File: src/rtl/pixel_pkg.sv
// Shared widths, polygon record and scan FSM state for the polygon scheduler.
// Optional feature macro: POLY_SKIP_INVALID_EN (see polygon_regfile / polygon_scheduler).
package pixel_pkg;

    localparam int DEPTH_W   = 9;
    localparam int COLOR_W   = 18;
    localparam int COLUMN_W  = 18;
    localparam int ROW_W     = 18;
    localparam int PIX_ROW_W = 9;
    localparam int PIX_COL_W = 10;
    localparam int REC_W     = DEPTH_W + COLOR_W + COLUMN_W + ROW_W;

    typedef struct packed {
        logic [DEPTH_W-1:0]  depth;
        logic [COLOR_W-1:0]  color;
        logic [COLUMN_W-1:0] column;
        logic [ROW_W-1:0]    row;
    } poly_rec_t;

    typedef enum logic [1:0] {
        ST_IDLE    = 2'd0,
        ST_CLEAR   = 2'd1,
        ST_COMPARE = 2'd2,
        ST_EMIT    = 2'd3
    } scan_state_e;

endpackage

File: src/rtl/polygon_regfile.sv
// Polygon slot storage: one synchronous write port, one combinational read
// port, synchronous clear on rst. Valid bits exist only when
// POLY_SKIP_INVALID_EN is defined; otherwise every slot reads as valid.
module polygon_regfile
    import pixel_pkg::*;
#(
    parameter int NUM_POLY = 4,
    parameter int IDX_W    = $clog2(NUM_POLY)
) (
    input  logic             clk,
    input  logic             rst,
    input  logic             wr_en,
    input  logic [IDX_W-1:0] wr_idx,
    input  logic             wr_valid,
    input  logic [REC_W-1:0] wr_rec,
    input  logic [IDX_W-1:0] rd_idx,
    output logic [REC_W-1:0] rd_rec,
    output logic             rd_valid
);

    logic [REC_W-1:0] slot_q [NUM_POLY];
    logic [REC_W-1:0] slot_d [NUM_POLY];

    // Next slot contents: hold, or overwrite the addressed slot
    always_comb begin
        for (int i = 0; i < NUM_POLY; i++) slot_d[i] = slot_q[i];
        if (wr_en) slot_d[wr_idx] = wr_rec;
    end

    // Slot data register with synchronous clear
    always_ff @(posedge clk) begin
        if (rst) begin
            for (int i = 0; i < NUM_POLY; i++) slot_q[i] <= '0;
        end else begin
            for (int i = 0; i < NUM_POLY; i++) slot_q[i] <= slot_d[i];
        end
    end

    assign rd_rec = slot_q[rd_idx];

`ifdef POLY_SKIP_INVALID_EN
    logic [NUM_POLY-1:0] valid_q;
    logic [NUM_POLY-1:0] valid_d;

    // Next valid bits: written together with the slot data
    always_comb begin
        valid_d = valid_q;
        if (wr_en) valid_d[wr_idx] = wr_valid;
    end

    // Valid bit register with synchronous clear
    always_ff @(posedge clk) begin
        if (rst) valid_q <= '0;
        else     valid_q <= valid_d;
    end

    assign rd_valid = valid_q[rd_idx];
`else
    logic unused_wr_valid;
    assign unused_wr_valid = wr_valid;
    assign rd_valid        = 1'b1;
`endif

endmodule

File: src/rtl/polygon_scheduler.sv
// Frame scan scheduler: for each pixel, CLEAR (1 cycle), COMPARE (one cycle
// per polygon slot), EMIT (1 cycle). All outputs are registered: the output
// comb computes *_d from the next state so each flop shows the state it
// belongs to. With POLY_SKIP_INVALID_EN defined, invalid slots are presented
// as zero with cmp_en low, without changing the cycle count.
module polygon_scheduler
    import pixel_pkg::*;
#(
    parameter int NUM_POLY = 4,
    parameter int H_ACTIVE = 640,
    parameter int V_ACTIVE = 480,
    localparam int IDX_W   = $clog2(NUM_POLY)
) (
    input  logic                 clk,
    input  logic                 rst,
    input  logic                 wr_en,
    input  logic [IDX_W-1:0]     wr_idx,
    input  logic                 wr_valid,
    input  logic [DEPTH_W-1:0]   wr_depth,
    input  logic [COLOR_W-1:0]   wr_color,
    input  logic [COLUMN_W-1:0]  wr_column,
    input  logic [ROW_W-1:0]     wr_row,
    input  logic                 frame_start,
    output logic                 busy,
    output logic                 frame_done,
    output logic                 pixel_clr,
    output logic                 cmp_en,
    output logic                 pixel_done,
    output logic [PIX_ROW_W-1:0] pixel_row,
    output logic [PIX_COL_W-1:0] pixel_col,
    output logic [DEPTH_W-1:0]   polygon_depth,
    output logic [COLOR_W-1:0]   polygon_color,
    output logic [COLUMN_W-1:0]  polygon_column,
    output logic [ROW_W-1:0]     polygon_row
);

    localparam logic [PIX_ROW_W-1:0] LAST_ROW = PIX_ROW_W'(V_ACTIVE - 1);
    localparam logic [PIX_COL_W-1:0] LAST_COL = PIX_COL_W'(H_ACTIVE - 1);
    localparam logic [IDX_W-1:0]     LAST_IDX = IDX_W'(NUM_POLY - 1);

    scan_state_e          state_q, state_d;
    logic [PIX_ROW_W-1:0] row_q, row_d;
    logic [PIX_COL_W-1:0] col_q, col_d;
    logic [IDX_W-1:0]     idx_q, idx_d;

    logic                 busy_q, busy_d;
    logic                 frame_done_q, frame_done_d;
    logic                 pixel_clr_q, pixel_clr_d;
    logic                 cmp_en_q, cmp_en_d;
    logic                 pixel_done_q, pixel_done_d;
    poly_rec_t            poly_q, poly_d;

    logic                 wr_accept;
    poly_rec_t            wr_rec;
    logic [REC_W-1:0]     rd_rec;
    logic                 rd_valid;
    logic                 last_pixel;

    // Slot writes only land while idle so the frame sees stable contents
    assign wr_accept  = wr_en && (state_q == ST_IDLE);
    assign wr_rec     = '{depth: wr_depth, color: wr_color, column: wr_column, row: wr_row};
    assign last_pixel = (row_q == LAST_ROW) && (col_q == LAST_COL);

    // Read port follows the index being loaded into the output registers
    polygon_regfile #(
        .NUM_POLY (NUM_POLY),
        .IDX_W    (IDX_W)
    ) u_regfile (
        .clk      (clk),
        .rst      (rst),
        .wr_en    (wr_accept),
        .wr_idx   (wr_idx),
        .wr_valid (wr_valid),
        .wr_rec   (wr_rec),
        .rd_idx   (idx_d),
        .rd_rec   (rd_rec),
        .rd_valid (rd_valid)
    );

    // State, counters and registered outputs
    always_ff @(posedge clk) begin
        if (rst) begin
            state_q      <= ST_IDLE;
            row_q        <= '0;
            col_q        <= '0;
            idx_q        <= '0;
            busy_q       <= 1'b0;
            frame_done_q <= 1'b0;
            pixel_clr_q  <= 1'b0;
            cmp_en_q     <= 1'b0;
            pixel_done_q <= 1'b0;
            poly_q       <= '0;
        end else begin
            state_q      <= state_d;
            row_q        <= row_d;
            col_q        <= col_d;
            idx_q        <= idx_d;
            busy_q       <= busy_d;
            frame_done_q <= frame_done_d;
            pixel_clr_q  <= pixel_clr_d;
            cmp_en_q     <= cmp_en_d;
            pixel_done_q <= pixel_done_d;
            poly_q       <= poly_d;
        end
    end

    // Next state, pixel coordinates and slot index
    always_comb begin
        state_d = state_q;
        row_d   = row_q;
        col_d   = col_q;
        idx_d   = idx_q;
        unique case (state_q)
            ST_IDLE: begin
                if (frame_start) begin
                    state_d = ST_CLEAR;
                    row_d   = '0;
                    col_d   = '0;
                end
            end
            ST_CLEAR: begin
                state_d = ST_COMPARE;
                idx_d   = '0;
            end
            ST_COMPARE: begin
                if (idx_q == LAST_IDX) state_d = ST_EMIT;
                else                   idx_d   = idx_q + 1'b1;
            end
            ST_EMIT: begin
                idx_d = '0;
                if (col_q == LAST_COL) begin
                    col_d = '0;
                    row_d = (row_q == LAST_ROW) ? '0 : row_q + 1'b1;
                end else begin
                    col_d = col_q + 1'b1;
                end
                state_d = last_pixel ? ST_IDLE : ST_CLEAR;
            end
            default: state_d = ST_IDLE;
        endcase
    end

    // Output values for the state being entered
    always_comb begin
        busy_d       = (state_d != ST_IDLE);
        pixel_clr_d  = (state_d == ST_CLEAR);
        cmp_en_d     = (state_d == ST_COMPARE) && rd_valid;
        pixel_done_d = (state_d == ST_EMIT);
        frame_done_d = (state_d == ST_EMIT) && last_pixel;
        poly_d       = cmp_en_d ? poly_rec_t'(rd_rec) : '0;
    end

    assign busy           = busy_q;
    assign frame_done     = frame_done_q;
    assign pixel_clr      = pixel_clr_q;
    assign cmp_en         = cmp_en_q;
    assign pixel_done     = pixel_done_q;
    assign pixel_row      = row_q;
    assign pixel_col      = col_q;
    assign polygon_depth  = poly_q.depth;
    assign polygon_color  = poly_q.color;
    assign polygon_column = poly_q.column;
    assign polygon_row    = poly_q.row;

endmodule

File: config.mk
export PLATFORM = sky130hd
export DESIGN_NAME = polygon_scheduler
export DESIGN_NICKNAME = d
export VERILOG_FILES = /design/src/rtl/pixel_pkg.sv /design/src/rtl/polygon_regfile.sv /design/src/rtl/polygon_scheduler.sv
export SDC_FILE = /design/constraint.sdc
export NUM_CORES = 1
export LEC_CHECK = 0
export ABC_CLOCK_PERIOD_IN_PS = 2180
export BUFFER_PORTS_ARGS = -buffer_cell sky130_fd_sc_hd__buf_2
export CELL_PAD_IN_SITES_DETAIL_PLACEMENT = 2
export CELL_PAD_IN_SITES_GLOBAL_PLACEMENT = 2
export CORE_UTILIZATION = 35
export CTS_BUF_LIST = sky130_fd_sc_hd__clkbuf_16
export CTS_CLUSTER_SIZE = 30
export DETAILED_ROUTE_END_ITERATION = 7
export MAX_ROUTING_LAYER = met4
export PLACE_DENSITY_LB_ADDON = 0.25
export SYNTH_ARGS = -nofsm -noshare
export SYNTH_HDL_FRONTEND = slang
export SYNTH_HIERARCHICAL = 1
export SYNTH_SLANG_ARGS = --single-unit
File: constraint.sdc
create_clock -name clk -period 2.18 [get_ports clk]
set_input_delay 0.109 -clock clk [delete_from_list [all_inputs] [get_ports clk]]
set_output_delay 0.109 -clock clk [all_outputs]
set_load 0.01 [all_outputs]
==> impl_metrics.json <==
{
  "power.total_mw": 16.15,
  "nets": 1579,
  "grt_antenna_before_repair": 5,
  "die_w_um": 205.9,
  "cts_root_buffer": "clkbuf_16",
  "path_max_fanout": 14,
  "clkPwrFrac_pct": 39.0,
  "initial_core_util_pct": 35.55,
  "fin_crit_sh_pct": 95.48,
  "cp-end-kind": "flop",
  "hold_violations": 0,
  "wl_per_cell_um": 19.70,
  "dieArea_um2": 42390,
  "worst_slew_pin_slew_ns": 0.5016,
  "holdPathStages": 5,
  "placed_cell_area_um2": 16170,
  "r2r-end": "u_regfile/slot_q[0][22]",
  "p_int_mw": 11.75,
  "via_per_inst": 4.903,
  "grt_pass1_vias": 11430,
  "cap_violations": 0,
  "async_flop_share_pct": 0,
  "synth_xor_area_share_pct": 0.4816,
  "p_seq_share_pct": 42.3,
  "synth_flop_cell": "dfxtp_1",
  "reg2reg_setup_slack_ns": 0.1,
  "synth-seq-cells": 343,
  "wl_um": 40700,
  "io_pins": 157,
  "p_comb_share_pct": 18.7,
  "netlist_area_um2": 14550,
  "fillers": 4189,
  "crit_arrival_ns": 2.56,
  "rsz0062_at_grt": "false",
  "core_area_um2": 40920,
  "fmax_mhz": 480.4,
  "grt-ovfl-total": 0,
  "worstSkewPairLatency_ns": 0.56,
  "ff2ff_path_depth": 8,
  "synth_compound_area_share_pct": 1.634,
  "vias": 10130,
  "synthAdderAreaFrac_pct": 0.4300,
  "synth_edf_count": 0,
  "grt_max_degree": 124,
  "power_density_nw_per_um2": 888.9,
  "rows": 74,
  "port_buffers": 155,
  "path_clk_slew_ns": 0.06,
  "finalCriticalPeriod_ns": 2.082,
  "finalInstanceArea_um2": 18170,
  "worstSetupStartpointType": "flop",
  "cts.sinks": 343,
  "synth_cell_types": 51,
  "yosysWarningCount": 6,
  "status": "completed",
  "finalSetupTns_ns": 0,
  "syn2layout_area_growth_pct": 24.86,
  "reg2reg_from": "state_q[1]",
  "synth_area_leader_cell": "dfxtp_1",
  "dr.pass1.iters": 4,
  "seq_area_frac_synth_pct": 47.20,
  "hold_path.startpoint": "frame_start",
  "drive_gt1_share_pct": 22.22,
  "htreeDepth": 2,
  "syn_inst": 1272,
  "muxShareOfSynthArea_pct": 27.24,
  "yosys.area_share.simple_pct": 19.46,
  "sw_frac_of_total_pct": 27.21,
  "synth_top_family_by_area": "multiplexers",
  "whs_ns": 0.1117,
  "clock_skew_ns": 0.01371,
  "maxSlewViolCount": 0,
  "cts_made_buffers": 41,
  "peakVddDrop_mv": 0.6057,
  "antenna_left": 0,
  "postLayoutCoreUtil_pct": 44.39,
  "die_h_um": 205.9,
  "cts_buffer_depth": 3,
  "synth_fp_nets": 1347,
  "first_iter_violations": 282,
  "post-route-drc-count": 0,
  "gp_congestion": 0.7437,
  "switching_power_mw": 4.394,
  "min_to": "pixel_row[8]",
  "grt_pass1_wl_um": 63050,
  "cts_tree": "built",
  "worstPathRequired_ns": 2.66,
  "grt_usage_pct": 19.79,
  "critPathKind": "flop to flop",
  "hpwl_um": 24950,
  "max_slew_margin_pct": 66.56,
  "synthDominantCellAreaShare_pct": 47.20,
  "crit_path_start": "state_q[1]",
  "postSynthAreaPerCell_um2": 11.44,
  "synth.area.top_cells": "dfxtp_1, mux2i_1, nand2b_1",
  "leakage_nw": 8.074,
  "setup_viol": 0,
  "hold_class": "input pin to flop"
}
[flip-flops by register name, indices dropped and copies added, names as in the netlist]
| register | flops |
|---|---|
| state_q | 2 |
| polygon_depth | 9 |
| polygon_column | 18 |
| pixel_done | 1 |
| polygon_color | 18 |
| pixel_col | 10 |
| u_regfile/slot_q | 252 |
| idx_q | 2 |
| busy | 1 |
| frame_done | 1 |
| cmp_en | 1 |
| polygon_row | 18 |
| pixel_clr | 1 |
| pixel_row | 9 |
[cells in the mapped netlist, drive strengths merged, types with 2 or more instances]
cell / instances
and3: 2
nor2: 21
buf: 48
or3b: 2
nand2b: 318
nand3b: 3
a21oi: 11
xnor2: 4
and2: 66
nand4: 7
nand3: 12
a21o: 2
a31oi: 2
o21ai: 10
mux2i: 253
xor2: 4
clkbuf: 40
inv: 10
dfxtp: 343
o22a: 2
nor3: 5
nand2: 22
a21boi: 2
mux4: 63
ha: 5
[timing repair]
action / CTS / global route
endpoints found under the setup margin: 82 / 35
setup buffers: 5 / 1
endpoints found under the hold margin: 260 / 0
hold buffers: 64 / 0
cloned: 0 / 2
resized for setup: 1 / 3
pin swaps: 1 / 0
[power groups by stage]
stage | Clock, mW | Sequential [mW] | Combinational, mW
6_report | 6.30 | 6.82 | 3.02
5_1_grt | 6.75 | 6.86 | 3.28
2_1_floorplan | 0 | 6.92 | 1.84
4_1_cts | 6.52 | 6.83 | 3.02
3_5_place_dp | 0 | 6.96 | 2.87
3_3_place_gp | 0 | 6.93 | 2.82
[per-stage QoR]
stage / worst slack, ns / cells
floorplan: 0.02067 / 1272
global placement: 0.005127 / 1921
detailed placement: -0.07621 / 1921
CTS: 0.01973 / 2059
global route: 0.005903 / 2066
finish: 0.09846 / 2066
[area by class of cell]
cell class                 instances  area [um^2]  area share [%]
sequential                       343         6867           37.80
clock inverter                    26        132.6          0.7301
tap                              532        665.6           3.664
timing repair buffer             277         2167           11.93
clock buffer                      43         1076           5.923
multi-input combinational        831         7211           39.69
inverter                          10        37.54          0.2066
antenna                            4        10.01         0.05510
[cells by family after synthesis]
kind of cell             Yosys count
AO/OA/AOI/OAI                     35
other                              1
XOR/XNOR                           8
buffers and inverters             98
adder cells (fa/ha/maj)            5
AND/OR/NAND/NOR                  465
flip-flops                       343
multiplexers                     317
[how the worst max path moves through the flow]
| stage | endpoint | slack, ns | cells after the start |
|---|---|---|---|
| final | u_regfile/slot_q[0][22] | 0.1 | 8 |
| after global placement | polygon_color[7] | 0.005 | 7 |
| after detailed placement | polygon_color[7] | -0.08 | 7 |
| after floorplan | polygon_color[16] | 0.02 | 8 |
| after CTS | u_regfile/slot_q[0][35] | 0.02 | 7 |
| after global routing | polygon_color[4] | 0.006 | 8 |
[layer usage]
metal  track usage [%]  vias up  share of wire [%]
met3             3.627       64                3.8
met2             33.63      139                 50
met1             23.74     5119                 44
met5                 -        -                  0
li1                  -     4807                  -
met4             6.040        0                2.1
[cells in the final DEF, fill, tap and decap left out, types with 3 or more instances in the layout]
cell type / instances
buf_12: 20
diode_2: 4
dlygate4sd3_1: 64
xor2_1: 4
inv_1: 20
buf_4: 34
buf_2: 154
nor3_1: 4
mux4_2: 63
dfxtp_1: 343
clkbuf_16: 45
nand2_1: 20
o21ai_0: 7
xnor2_1: 4
a21oi_1: 10
ha_1: 4
clkinv_1: 10
nand3_1: 11
clkinv_2: 3
nand4_1: 7
nor2_1: 21
nand2b_1: 318
and2_1: 65
mux2i_1: 253
[worst max-delay path, cell delays in order, from the launching register on]
cell and delay (ns):
dfxtp_1 0.33, inv_1 0.07, ha_2 0.28, buf_4 0.15, and2_2 0.22, nor3b_4 0.34
buf_4 0.19, clkbuf_16 0.21, mux2i_1 0.20
Note: power is estimated with default switching activity, not from simulation.
